<file path="src/rtl/bsg_arb_rr_one_hot_hold.sv">
// rtl/bsg_arb_rr_one_hot_hold.sv - registered round-robin arbiter whose one-hot grant is held until yumi
module bsg_arb_rr_one_hot_hold #(
  parameter int els_p = 4,
  localparam int lg_els_lp = (els_p > 1) ? $clog2(els_p) : 1
) (
  input  logic                 clk_i,
  input  logic                 reset_n_i,
  input  logic [els_p-1:0]     v_i,
  output logic [els_p-1:0]     yumi_o,
  output logic [els_p-1:0]     sel_one_hot_o,
  output logic [lg_els_lp-1:0] sel_id_o,
  output logic                 v_o,
  input  logic                 yumi_i
);

  typedef enum logic {
    IDLE = 1'b0,
    HOLD = 1'b1
  } state_e;

  logic [els_p-1:0]     r_grant;
  logic [lg_els_lp-1:0] r_last;

  state_e               w_state;
  logic [lg_els_lp-1:0] w_sel_id;
  logic [lg_els_lp-1:0] w_base;
  logic [els_p-1:0]     w_mask;
  logic [els_p-1:0]     w_pick;
  logic                 w_found;
  logic [lg_els_lp-1:0] w_idx;
  int                   w_sum;

  assign w_state = (|r_grant) ? HOLD : IDLE;

  always_comb begin
    w_sel_id = '0;
    for (int i = 0; i < els_p; i++) begin
      if (r_grant[i]) w_sel_id = w_sel_id | lg_els_lp'(i);
    end
  end

  // On a consume the pointer advances past the current winner in the same cycle,
  // and masking the held grant keeps the consumed requester out of this pick.
  assign w_base = (w_state == HOLD) ? w_sel_id : r_last;
  assign w_mask = v_i & ~r_grant;

  always_comb begin
    w_pick  = '0;
    w_found = 1'b0;
    w_sum   = 0;
    w_idx   = '0;
    for (int k = 1; k <= els_p; k++) begin
      w_sum = int'(w_base) + k;
      if (w_sum >= els_p) w_sum = w_sum - els_p;
      w_idx = w_sum[lg_els_lp-1:0];
      if (!w_found && w_mask[w_idx]) begin
        w_pick[w_idx] = 1'b1;
        w_found       = 1'b1;
      end
    end
  end

  always_ff @(posedge clk_i) begin
    if (!reset_n_i) begin
      r_grant <= '0;
      r_last  <= lg_els_lp'(els_p - 1);
    end else begin
      case (w_state)
        IDLE: r_grant <= w_pick;
        HOLD: begin
          if (yumi_i) begin
            r_grant <= w_pick;
            r_last  <= w_sel_id;
          end
        end
        default: r_grant <= '0;
      endcase
    end
  end

  assign sel_one_hot_o = r_grant;
  assign sel_id_o      = w_sel_id;
  assign v_o           = (w_state == HOLD);
  assign yumi_o        = (reset_n_i && yumi_i) ? r_grant : '0;

  always_ff @(posedge clk_i) begin
    if (reset_n_i) begin
      assert ($onehot0(r_grant));
      assert ((r_grant == '0) ? (w_sel_id == '0) : r_grant[w_sel_id]);
      assert (!(yumi_i && !v_o));
      assert ((r_grant & ~v_i) == '0);
    end
  end

endmodule

</file>
<file path="config.mk">
export PLATFORM = sky130hd
export DESIGN_NAME = bsg_arb_rr_one_hot_hold
export DESIGN_NICKNAME = d
export VERILOG_FILES = /design/src/rtl/bsg_arb_rr_one_hot_hold.sv
export SDC_FILE = /design/constraint.sdc
export NUM_CORES = 1
export LEC_CHECK = 0
export ABC_CLOCK_PERIOD_IN_PS = 2800
export BUFFER_PORTS_ARGS = -buffer_cell sky130_fd_sc_hd__clkbuf_2
export CAP_MARGIN = 10
export CORE_MARGIN = 2
export CORE_UTILIZATION = 51
export CTS_CLUSTER_SIZE = 12
export DETAILED_ROUTE_END_ITERATION = 10
export MAX_ROUTING_LAYER = met4
export PLACE_DENSITY = 0.76
export SYNTH_ARGS = -nofsm -noshare
export SYNTH_HDL_FRONTEND = slang
export SYNTH_SLANG_ARGS = --single-unit
</file>
<file path="constraint.sdc">
create_clock -name clk_i -period 2.8 [get_ports clk_i]
set_clock_uncertainty 0.15 [all_clocks]
set_input_delay 0.56 -clock clk_i [delete_from_list [all_inputs] [get_ports clk_i]]
set_output_delay 0.56 -clock clk_i [all_outputs]
set_load 0.005 [all_outputs]
</file>
# After elaboration in Yosys (flattened, before gate mapping)
# Index checks and enable logic that the tools add are counted.
# classes
n_eq_ne,1
mux,35
bitwise_logic,6
reduce_logical,13
add_sub_neg,8
magnitude_cmp,12
# ops
operator,n
$mux 4,6
$mux 2,7
$mux 1,13
$lt 2x3->1 const B,4
$or 4x4->4,3
$ge 3x3->1 const B,3
$bmux 1 s2,4
$demux 1 s2,4
$ge 2x1->1 const B,4
$logic_and 1x1->1,8
$pmux 4 s2,1
$sub 2x1->2 const B,4
$add 2x2->3 const B,2
$add 2x3->4 const B,1
$and 4x4->4,1
$ge 4x3->1 const B,1
$not 4->4,1
$reduce_or 4->1,1
$add 2x1->3 const B,1
$logic_not 1->1,3
$ne 2x2->1 const B,1
$reduce_and 2->1,1
$not 1->1,1
# totals
input_bits,7
out_inout_bits,11
ff_bits,6
word_cells,77

# Logic depth before layout (Yosys ltp)
# Gate-level depths: netlist (run 1).
# logic_depth
word_depth,21
mapped_depth,10

# Least setup slack after synthesis (run 1)
# Ideal clock, no wire load.
# synth_path
path_kind,reg-to-reg
start,"register r_grant[2], in the netlist sel_one_hot_o[2]"
end,"register r_grant[0], in the netlist sel_one_hot_o[0]"
synth_period_minus_slack_ns,2.450
path_stages_with_launch,11
arrival_time_ns,2.171
path_buffers,0
slack_ns,0.350
path_cell_list,dfxtp_1 nor2_1 inv_2 nor2_1 inv_1 ha_1 inv_1 o2111ai_1 a32oi_2 a32oi_1 a21oi_1
# synth_between
elab_chain_cells,20
elab_cells_between_ends,71
cone_classes,add/sub (8); order compare (12); eq/ne (1); mux (33); bitwise (6); reduce/logical (11)
# synth_rtl
element,line,source
"start, declared",21,logic [els_p-1:0] r_grant;
"start signal, assigned",69,IDLE: r_grant <= w_pick;
"start signal, assigned",72,r_grant <= w_pick;
$mux 2 (*) (2 in series),38,if (r_grant[i]) w_sel_id = w_sel_id | lg_els_lp'(i);
named net sel_id_o[1],11,"output logic [lg_els_lp-1:0] sel_id_o,"
$mux 2 (*),44,assign w_base = (w_state == HOLD) ? w_sel_id : r_last;
"parallel branches: the longest is 14 deep, another holds $add 2x1->3",--,
$mux 4 (*),56,if (!w_found && w_mask[w_idx]) begin
$mux 4,71,if (yumi_i) begin
$pmux 4 s2 (*),68,case (w_state)
# Mark *: on every way through the listed nets, which the timed path passes. The select of a mux whose other input is x is not followed.
# A chain may end at the register's enable or synchronous reset.

# Worst setup path after layout (run 1)
# layout_path
start,"register r_grant[0], in the netlist sel_one_hot_o[0]"
end,"register r_grant[2], in the netlist sel_one_hot_o[2]"
# layout_between
elab_chain_cells,20
elab_cells_between_ends,69
cone_classes,add/sub (8); order compare (12); eq/ne (1); mux (31); bitwise (6); reduce/logical (11)
# layout_rtl
element
"parallel branches: the longest is 20 deep, another holds $add 2x1->3"
# Parallel ways; which one is timed is not known. The select of a mux whose other input is x is not followed.

==> results.cfg, run 1 <==
[grt]
grt_max_degree = 11
grt.total_usage_pct = 25.3
grt_pass1_wl_um = 3330
grt_pass1_vias = 755
globalRouteOverflowTotal = 0
antenna_found_initial = 0

[worst_hold_path]
min_path_cells = 2
min_from = r_last[1]
holdPathEnd = r_last[1]
hold_class = register to register

[synthesis]
ys_warn_count = 0
synth_nets = 105
synth-xor-area-share_pct = 0
ys_types = 35
synth-seq-cells = 6
syn_inst = 90
synth_fa_ha_area_share_pct = 13.6
avgSynthCellArea_um2 = 8.17
synth_seq_area_share_pct = 16.3
yosys.area_share.simple_pct = 22.1
synth_compound_area_share_pct = 34.0
synth.area.mux_share_pct = 6.12
syn-cell-area_um2 = 736
synth_top_family_by_area = compound AO/OA/AOI/OAI gates

[clocking]
clkSlewWorstSetupHoldPaths_ns = 0.05
cts_root_buffer = clkbuf_4
cts_hold_buf = 0
ctsResizeCount = 0
htree_levels = 1
numCtsBuffers = 3
cts.path.max_buffers = 2
cts_tree = yes
postCtsSetupBuffers = 0
clk_latency_ns = 0.25
cts.sinks = 6

[floorplan]
die-area_um2 = 1760
die_height_um = 42.0
core_area_um2 = 1320
initial_utilization_pct = 55.8
ios = 18
die_w_um = 42.0
std_cell_rows = 13

[timing]
timing.fmax_mhz = 404
rsz0062_at_grt = false
period_share_pct = 88.4
relSlewSlack_pct = 71.7
worst_pin_slew_ns = 0.423
setup-violations-final = 0
setup_tns_ns = 0
hold_viol = 0
drv_slew = 0
period_minus_slack_ns = 2.48

[routing]
viasPerCell = 6.39
drcViolationCount = 0
finalWirelength_um = 1900
vias = 799
drt_iter0_drc = 28
first_pass_iters = 4
wl_per_cell_um = 15.2
postRouteAntennaNets = 0

[cells_and_area]
nets = 127
final_common_cell = clkbuf_2
n_fill_cell = 132
multiInputGateArea_um2 = 558
regArea_um2 = 120
areaGrowthSynthToFinish_pct = 17.2
most-common-layout-cells = clkbuf_2, a21oi_1, ha_1
n_antenna_cell = 0
layout-drive-gt1-share_pct = 23.6
final_cells = 125

[setup_path]
crit_top_cell = inv_1
reg2reg_from = sel_one_hot_o[0]
cp.required_ns = 2.77
cpLargestDelayFamily = simple AND/OR/NAND/NOR gates
cpMaxStageDelayCell = nor3b_1
cpPeakStageDelay_ns = 0.41
worstSetupPathType = register to register
crit_chain = nor3b_1 -> nor2_1 -> inv_1 -> ha_1 -> inv_1 -> mux2i_1 -> a32oi_2 -> a32oi_1 -> a21oi_1
endpoint_kind = register
path_buf_inv = 2
r2r-end = sel_one_hot_o[2]
worst_ep_arrival_time_ns = 2.44
path_max_fanout = 10
cp-startpoint = sel_one_hot_o[0]
start_kind = register
r2r_setup_slack_ns = 0.32
reg2reg_depth = 9

[power_and_ir_drop]
p_sw_share_pct = 53.0
intPower_uw = 598
combinationalPowerShare_pct = 79.9
p_seq_share_pct = 13.7
clockPowerShare_pct = 6.4
peakVddDrop_mv = 0.676
leakagePower_nw = 0.440
switchingPower_uw = 673
p_per_area_nw_per_um2 = 1470
power_mw = 1.27

[place]
portBuffers = 17
place_inst = 122
gp_congestion = 0.867
dp.final_hpwl_um = 1500

[outcome]
status = complete, no violations

[run]
max_cap_viol_count = 0
-- cell type report --
type                            instances  share of cell area, %
Multi-Input combinational cell         74                   64.7
Sequential cell                         6                   13.9
Inverter                                8                   4.93
Clock buffer                            3                   2.61
Timing Repair Buffer                   19                   11.6
Tap cell                               15                   2.18
-- synthesized netlist by cell type (all sizes together) --
cell / n / share of area [%]
nand2b: 5 / 4.3
a211oi: 1 / 1.0
clkbuf: 1 / 0.51
a221oi: 2 / 2.4
o21bai: 1 / 1.0
nor2b: 2 / 1.7
and2b: 1 / 1.0
inv: 7 / 3.6
a21oi: 8 / 5.4
buf: 1 / 1.5
mux2i: 3 / 4.1
a211o: 2 / 2.4
and3: 4 / 3.4
o21ai: 4 / 2.7
o2111ai: 2 / 2.4
ha: 8 / 14
nor3: 1 / 0.68
a32o: 1 / 1.4
o211a: 1 / 1.4
and2: 3 / 2.6
nor2: 4 / 2.0
or3b: 1 / 1.2
mux2: 1 / 2.0
or3: 1 / 0.85
nor3b: 1 / 1.0
a32oi: 5 / 7.0
nand2: 5 / 2.6
o41ai: 1 / 1.2
dfxtp: 6 / 16
clkinv: 1 / 2.2
nor4: 1 / 0.85
a222oi: 2 / 2.7
o211ai: 3 / 3.1
-- cell families (layout without fill, tap and decap cells) --
kind of cell    count (synthesis)  count (layout)
buf+inv                        10              30
fa+ha+maj                       8               8
simple gates                   29              29
flops                           6               6
compound gates                 33              33
mux                             4               4
-- routing by layer --
layer | up-vias | global-route usage, % | share of wire, %
li1 | 395 | - | -
met2 | 19 | 41.6 | 50
met5 | - | - | 0
met1 | 383 | 31.0 | 46
met4 | 0 | 5.81 | 0.53
met3 | 2 | 6.47 | 3.4
-- power groups by stage --
stage,logic [mW],registers (mW),clock network (mW)
after global placement,0.982,0.172,0
after global routing,1.13,0.180,0.0914
after floorplan,0.768,0.159,0
after detailed placement,1.00,0.173,0
after CTS,1.00,0.172,0.0836
final,1.02,0.174,0.0811
-- registers in the layout (all words and copies together), names as in the netlist --
name and count:
r_last 2, sel_one_hot_o 4
-- worst reg2reg max path, stage by stage (launching register included) --
cell and delay, ns:
dfxtp_1 0.39, nor3b_1 0.42, nor2_1 0.11, inv_1 0.16, ha_1 0.31, inv_1 0.12
mux2i_1 0.23, a32oi_2 0.16, a32oi_1 0.21, a21oi_1 0.09
-- how the worst max path moves through the flow --
stage / to / slack [ns] / depth (start not counted)
floorplan: sel_one_hot_o[0] / 0.35 / 10
global placement: sel_one_hot_o[2] / 0.45 / 10
detailed placement: sel_one_hot_o[2] / 0.37 / 10
CTS: sel_one_hot_o[2] / 0.36 / 9
global route: sel_one_hot_o[2] / 0.14 / 9
finish: sel_one_hot_o[2] / 0.32 / 9
-- per-stage QoR --
step                util (%)  hold slack [ns]  setup slack [ns]  area (um2)
finish                  65.4            0.377             0.325         862
global route            65.4            0.403             0.139         862
CTS                     65.4            0.374             0.359         862
detailed placement      63.7            0.367             0.367         840
global placement        63.7            0.364             0.446         840
floorplan                  -            0.328             0.350         736
No activity file was read; power rests on OpenSTA's default activity.
==> run 2, diff against run 1 <==
--- a/config.mk
+++ b/config.mk
@@ -5,7 +5,7 @@
 export SDC_FILE = /design/constraint.sdc
 export NUM_CORES = 1
 export LEC_CHECK = 0
-export ABC_CLOCK_PERIOD_IN_PS = 2800
+export ABC_CLOCK_PERIOD_IN_PS = 2690
 export BUFFER_PORTS_ARGS = -buffer_cell sky130_fd_sc_hd__clkbuf_2
 export CAP_MARGIN = 10
 export CORE_MARGIN = 2
==> constraint.sdc (replaced) <==
create_clock -name clk_i -period 2.69 [get_ports clk_i]
set_clock_uncertainty 0.15 [all_clocks]
set_input_delay 0.538 -clock clk_i [delete_from_list [all_inputs] [get_ports clk_i]]
set_output_delay 0.538 -clock clk_i [all_outputs]
set_load 0.005 [all_outputs]
==> run 2 against run 1 <==
Sequential share of layout area decreased by 0.24 points. Utilization increased by 1.1 points. Clock power increased by 4.7%. Via count increased by 0.38%. Critical path depth increased by 1. Die area unchanged. Sequential cell count unchanged. Combinational power increased by 7%. Non-clock buffer count increased by 2. Count of clock-buffer cells in the layout unchanged. Design area increased by 1.7%. Critical endpoint is now sel_one_hot_o[3].
==> results.cfg, run 2 (same netlist as run 1, synthesis figures left out) <==
[cells_and_area]
largest_register_ffs = 4
regArea_um2 = 120
n_fill_cell = 120
final_common_cell = clkbuf_2
most-common-layout-cells = clkbuf_2, a21oi_1, ha_1
areaGrowthSynthToFinish_pct = 19.2
n_antenna_cell = 0
nets = 129
multiInputGateArea_um2 = 558
layout-drive-gt1-share_pct = 25.0

[outcome]
status = complete, no violations

[floorplan]
std_cell_rows = 13
core_area_um2 = 1320
initial_utilization_pct = 55.8
ios = 18
die-area_um2 = 1760
die_w_um = 42.0
die_height_um = 42.0

[clocking]
cts_root_buffer = clkbuf_4
cts.sinks = 6
postCtsSetupBuffers = 0
numCtsBuffers = 3
htree_levels = 1
ctsResizeCount = 0
cts.path.max_buffers = 2
clkSlewWorstSetupHoldPaths_ns = 0.05
cts_tree = yes
cts_hold_buf = 0
clk_latency_ns = 0.25

[timing]
relSlewSlack_pct = 71.2
drv_slew = 0
layout_setup_ws_ns = 0.275
period_share_pct = 89.8
rsz0062_at_grt = false
hold_viol = 0
timing.fmax_mhz = 414
setup-violations-final = 0
period_minus_slack_ns = 2.42
setup_tns_ns = 0
worst_pin_slew_ns = 0.431

[grt]
antenna_found_initial = 0
grt.total_usage_pct = 23.4
globalRouteOverflowTotal = 0
grt_max_degree = 11
grt_pass1_wl_um = 3060
grt_pass1_vias = 725

[setup_path]
endpoint_kind = register
path_max_fanout = 9
cp.required_ns = 2.66
reg2reg_from = sel_one_hot_o[2]
worstSetupPathType = register to register
cpMaxStageDelayCell = dfxtp_1
cpPeakStageDelay_ns = 0.37
r2r_setup_slack_ns = 0.27
cp-startpoint = sel_one_hot_o[2]
reg2reg_depth = 10
crit_chain = nor2_1 -> inv_2 -> nor2_1 -> inv_1 -> ha_1 -> inv_1 -> o2111ai_1 -> a32oi_2 -> a32oi_1 -> a21oi_1
crit_path_end = sel_one_hot_o[3]
worst_ep_arrival_time_ns = 2.38
r2r-end = sel_one_hot_o[3]
start_kind = register

[routing]
finalWirelength_um = 1880
wl_per_cell_um = 14.8
drt_iter0_drc = 36
vias = 802
viasPerCell = 6.31
first_pass_iters = 5
postRouteAntennaNets = 0
drcViolationCount = 0

[power_and_ir_drop]
p_per_area_nw_per_um2 = 1530
combinationalPowerShare_pct = 81.2
intPower_uw = 639
clockPowerShare_pct = 6.3
p_sw_share_pct = 52.4
leakagePower_nw = 0.450
peakVddDrop_mv = 0.727
p_seq_share_pct = 12.4
switchingPower_uw = 702

[place]
portBuffers = 17
dp.final_hpwl_um = 1490
gp_congestion = 0.899
pre_cts_ws_ns = 0.293

[worst_hold_path]
hold_class = register to register

[run]
max_cap_viol_count = 0
[run 2: worst min-delay path by stage]
stage / cells past startpoint / from / slack (ns) / to
2_1_floorplan: 2 / r_last[0] / 0.33 / r_last[0]
3_3_place_gp: 2 / r_last[1] / 0.36 / r_last[1]
3_5_place_dp: 2 / r_last[1] / 0.36 / r_last[1]
4_1_cts: 2 / r_last[1] / 0.37 / r_last[1]
5_1_grt: 2 / r_last[1] / 0.41 / r_last[1]
6_report: 2 / r_last[1] / 0.37 / r_last[1]
[run 2: worst max-delay path, delay by kind of cell (launching register included)]
kind                     cells  cell delay (ns)
AO/OA/AOI/OAI                4             0.70
adder cells (fa/ha/maj)      1             0.37
buffers and inverters        3             0.30
flip-flops                   1             0.37
AND/OR/NAND/NOR              2             0.41
[run 2: power groups by stage]
stage / Sequential [mW] / Combinational [mW] / Clock [mW]
CTS: 0.165 / 1.08 / 0.0864
finish: 0.167 / 1.09 / 0.0849
detailed placement: 0.167 / 1.07 / 0
floorplan: 0.166 / 0.799 / 0
global route: 0.171 / 1.18 / 0.0940
global placement: 0.167 / 1.07 / 0
[run 2: cell type report]
type                            instances  area share, %
Multi-Input combinational cell         74           63.6
Sequential cell                         6           13.7
Timing Repair Buffer                   21           13.1
Inverter                                8           4.85
Clock buffer                            3           2.57
Tap cell                               15           2.14
[run 2: per-stage QoR]
step           utilization, %  cells  area, um2  hold WS (ns)  total power, mW
2_1_floorplan               -     90        736         0.328            0.965
3_3_place_gp             64.9    124        855         0.360             1.23
3_5_place_dp             64.9    124        855         0.362             1.24
4_1_cts                  66.6    127        877         0.368             1.33
5_1_grt                  66.6    127        877         0.410             1.45
6_report                 66.6    127        877         0.369             1.34
[run 2: metal layers]
metal / GRT usage (%) / routed length [um]
met1: 28.7 / 864
met2: 36.9 / 914
met3: 7.33 / 97
met4: 6.45 / 6
met5: - / 0
==> run 3, diff against run 2 <==
--- a/config.mk
+++ b/config.mk
@@ -8,7 +8,7 @@
 export ABC_CLOCK_PERIOD_IN_PS = 2690
 export BUFFER_PORTS_ARGS = -buffer_cell sky130_fd_sc_hd__clkbuf_2
 export CAP_MARGIN = 10
-export CORE_MARGIN = 2
+export CORE_MARGIN = 3
 export CORE_UTILIZATION = 51
 export CTS_CLUSTER_SIZE = 12
 export DETAILED_ROUTE_END_ITERATION = 10
==> run 3 against run 2 <==
Cell count is the same. Die area up 9.8%. Combinational power barely moved. Sequential share of layout area stayed put. Clock power fell by 4.0%. Count of clock-buffer cells in the layout stayed put. Worst setup slack got worse by 0.018 ns. Sequential power rose by 6%. Non-clock buffer count is the same. Total power increased by 2.0%. Wire length up 7.1%. Hold slack better by 0.0048 ns. Critical path type unchanged. Highest routed layer unchanged.
==> results.cfg, run 3 (same netlist as run 1, synthesis figures left out) <==
[outcome]
status = complete, no violations

[setup_path]
worstSetupPathType = register to register
start_kind = register
cpPeakStageDelay_ns = 0.43
path_max_fanout = 10
cp.required_ns = 2.66
crit_chain = nor3b_1 -> nor2_1 -> inv_1 -> ha_1 -> inv_1 -> mux2i_1 -> a32oi_2 -> a32oi_1 -> a21oi_1
cpMaxStageDelayCell = nor3b_1
cpLargestDelayFamily = simple AND/OR/NAND/NOR gates
path_buf_inv = 2
endpoint_kind = register
worst_ep_arrival_time_ns = 2.40
crit_top_cell = inv_1

[power_and_ir_drop]
switchingPower_uw = 721
leakagePower_nw = 0.449
peakVddDrop_mv = 0.734
p_sw_share_pct = 52.7
clockPowerShare_pct = 6.0
p_seq_share_pct = 12.9
p_per_area_nw_per_um2 = 1560
combinationalPowerShare_pct = 81.1
intPower_uw = 647

[clocking]
cts.sinks = 6
postCtsSetupBuffers = 0
clkSlewWorstSetupHoldPaths_ns = 0.04
cts.path.max_buffers = 2
numCtsBuffers = 3
ctsResizeCount = 0
cts_hold_buf = 0
cts_tree = yes
htree_levels = 1
clk_latency_ns = 0.24
cts_root_buffer = clkbuf_4

[grt]
grt_pass1_wl_um = 3270
antenna_found_initial = 0
grt.total_usage_pct = 23.5
globalRouteOverflowTotal = 0
grt_max_degree = 11
grt_pass1_vias = 703

[place]
portBuffers = 17
gp_congestion = 0.959
dp.final_hpwl_um = 1570
place_inst = 124

[cells_and_area]
final_core_util_pct = 65.8
nets = 129
n_antenna_cell = 0
largest_register_ffs = 4
n_fill_cell = 124
most-common-layout-cells = clkbuf_2, a21oi_1, ha_1
layout-drive-gt1-share_pct = 25.0
areaGrowthSynthToFinish_pct = 19.2
final_cells = 127
final_common_cell = clkbuf_2

[routing]
vias = 778
drt_iter0_drc = 48
drcViolationCount = 0
wl_per_cell_um = 15.9
routed.top_layer = met4
wl_met1_um = 913
wl_met3_um = 143
wl_met2_um = 945
first_pass_iters = 4
postRouteAntennaNets = 0
finalWirelength_um = 2020
viasPerCell = 6.13

[floorplan]
die_height_um = 44.0
die-area_um2 = 1930
ios = 18
initial_utilization_pct = 55.2
std_cell_rows = 13
core_area_um2 = 1330
die_w_um = 44.0

[timing]
period_minus_slack_ns = 2.43
period_share_pct = 90.5
rsz0062_at_grt = false
worst_pin_slew_ns = 0.454
drv_slew = 0
hold_viol = 0
setup-violations-final = 0
setup_tns_ns = 0
timing.fmax_mhz = 411
relSlewSlack_pct = 69.7

[worst_hold_path]
hold_class = register to register

[run]
max_cap_viol_count = 0
[run 3: cell counts in the layout (fill, tap and decap cells not counted)]
Identical to the previous run, type by type.
[run 3: power by group through the flow]
stage	Clock (mW)	Sequential, mW	Combinational (mW)
global route	0.0909	0.183	1.22
global placement	0	0.178	1.07
CTS	0.0844	0.176	1.09
floorplan	0	0.166	0.799
finish	0.0815	0.177	1.11
detailed placement	0	0.178	1.08
[run 3: cell type report]
| cell class | instances | area [um2] | share of cell area (%) |
|---|---|---|---|
| flip-flops and latches | 6 | 120 | 13.7 |
| repair buffers | 21 | 115 | 13.1 |
| inverters | 8 | 42.5 | 4.85 |
| multi-input cells | 74 | 558 | 63.6 |
| clock buffers | 3 | 22.5 | 2.57 |
| well taps | 15 | 18.8 | 2.14 |
[run 3: final timing paths]
kind                    start               end  slack, ns  cells past startpoint
max          sel_one_hot_o[0]  sel_one_hot_o[0]       0.26                      9
min                 r_last[1]         r_last[1]       0.37                      2
max reg2reg  sel_one_hot_o[0]  sel_one_hot_o[0]       0.26                      9
min reg2reg         r_last[1]         r_last[1]       0.37                      2
[run 3: routing by layer]
metal | track usage [%] | vias to the layer above
met3 | 7.88 | 2
met5 | - | -
li1 | - | 393
met1 | 31.2 | 344
met4 | 4.82 | 0
met2 | 34.3 | 39
[run 3: per-stage QoR]
step                power (mW)  hold slack [ns]  worst slack [ns]  cell area, um2
finish                    1.37            0.374             0.256             877
detailed placement        1.26            0.366             0.321             855
CTS                       1.35            0.370             0.289             877
global route              1.49            0.421            0.0603             877
global placement          1.25            0.358             0.356             855
floorplan                0.965            0.328             0.240             736
[run 3: worst reg2reg max path, stage by stage (launching register included)]
cell and delay, ns:
dfxtp_1 0.38, nor3b_1 0.43, nor2_1 0.11, inv_1 0.15, ha_1 0.31, inv_1 0.11, mux2i_1 0.23, a32oi_2 0.16
a32oi_1 0.20, a21oi_1 0.09
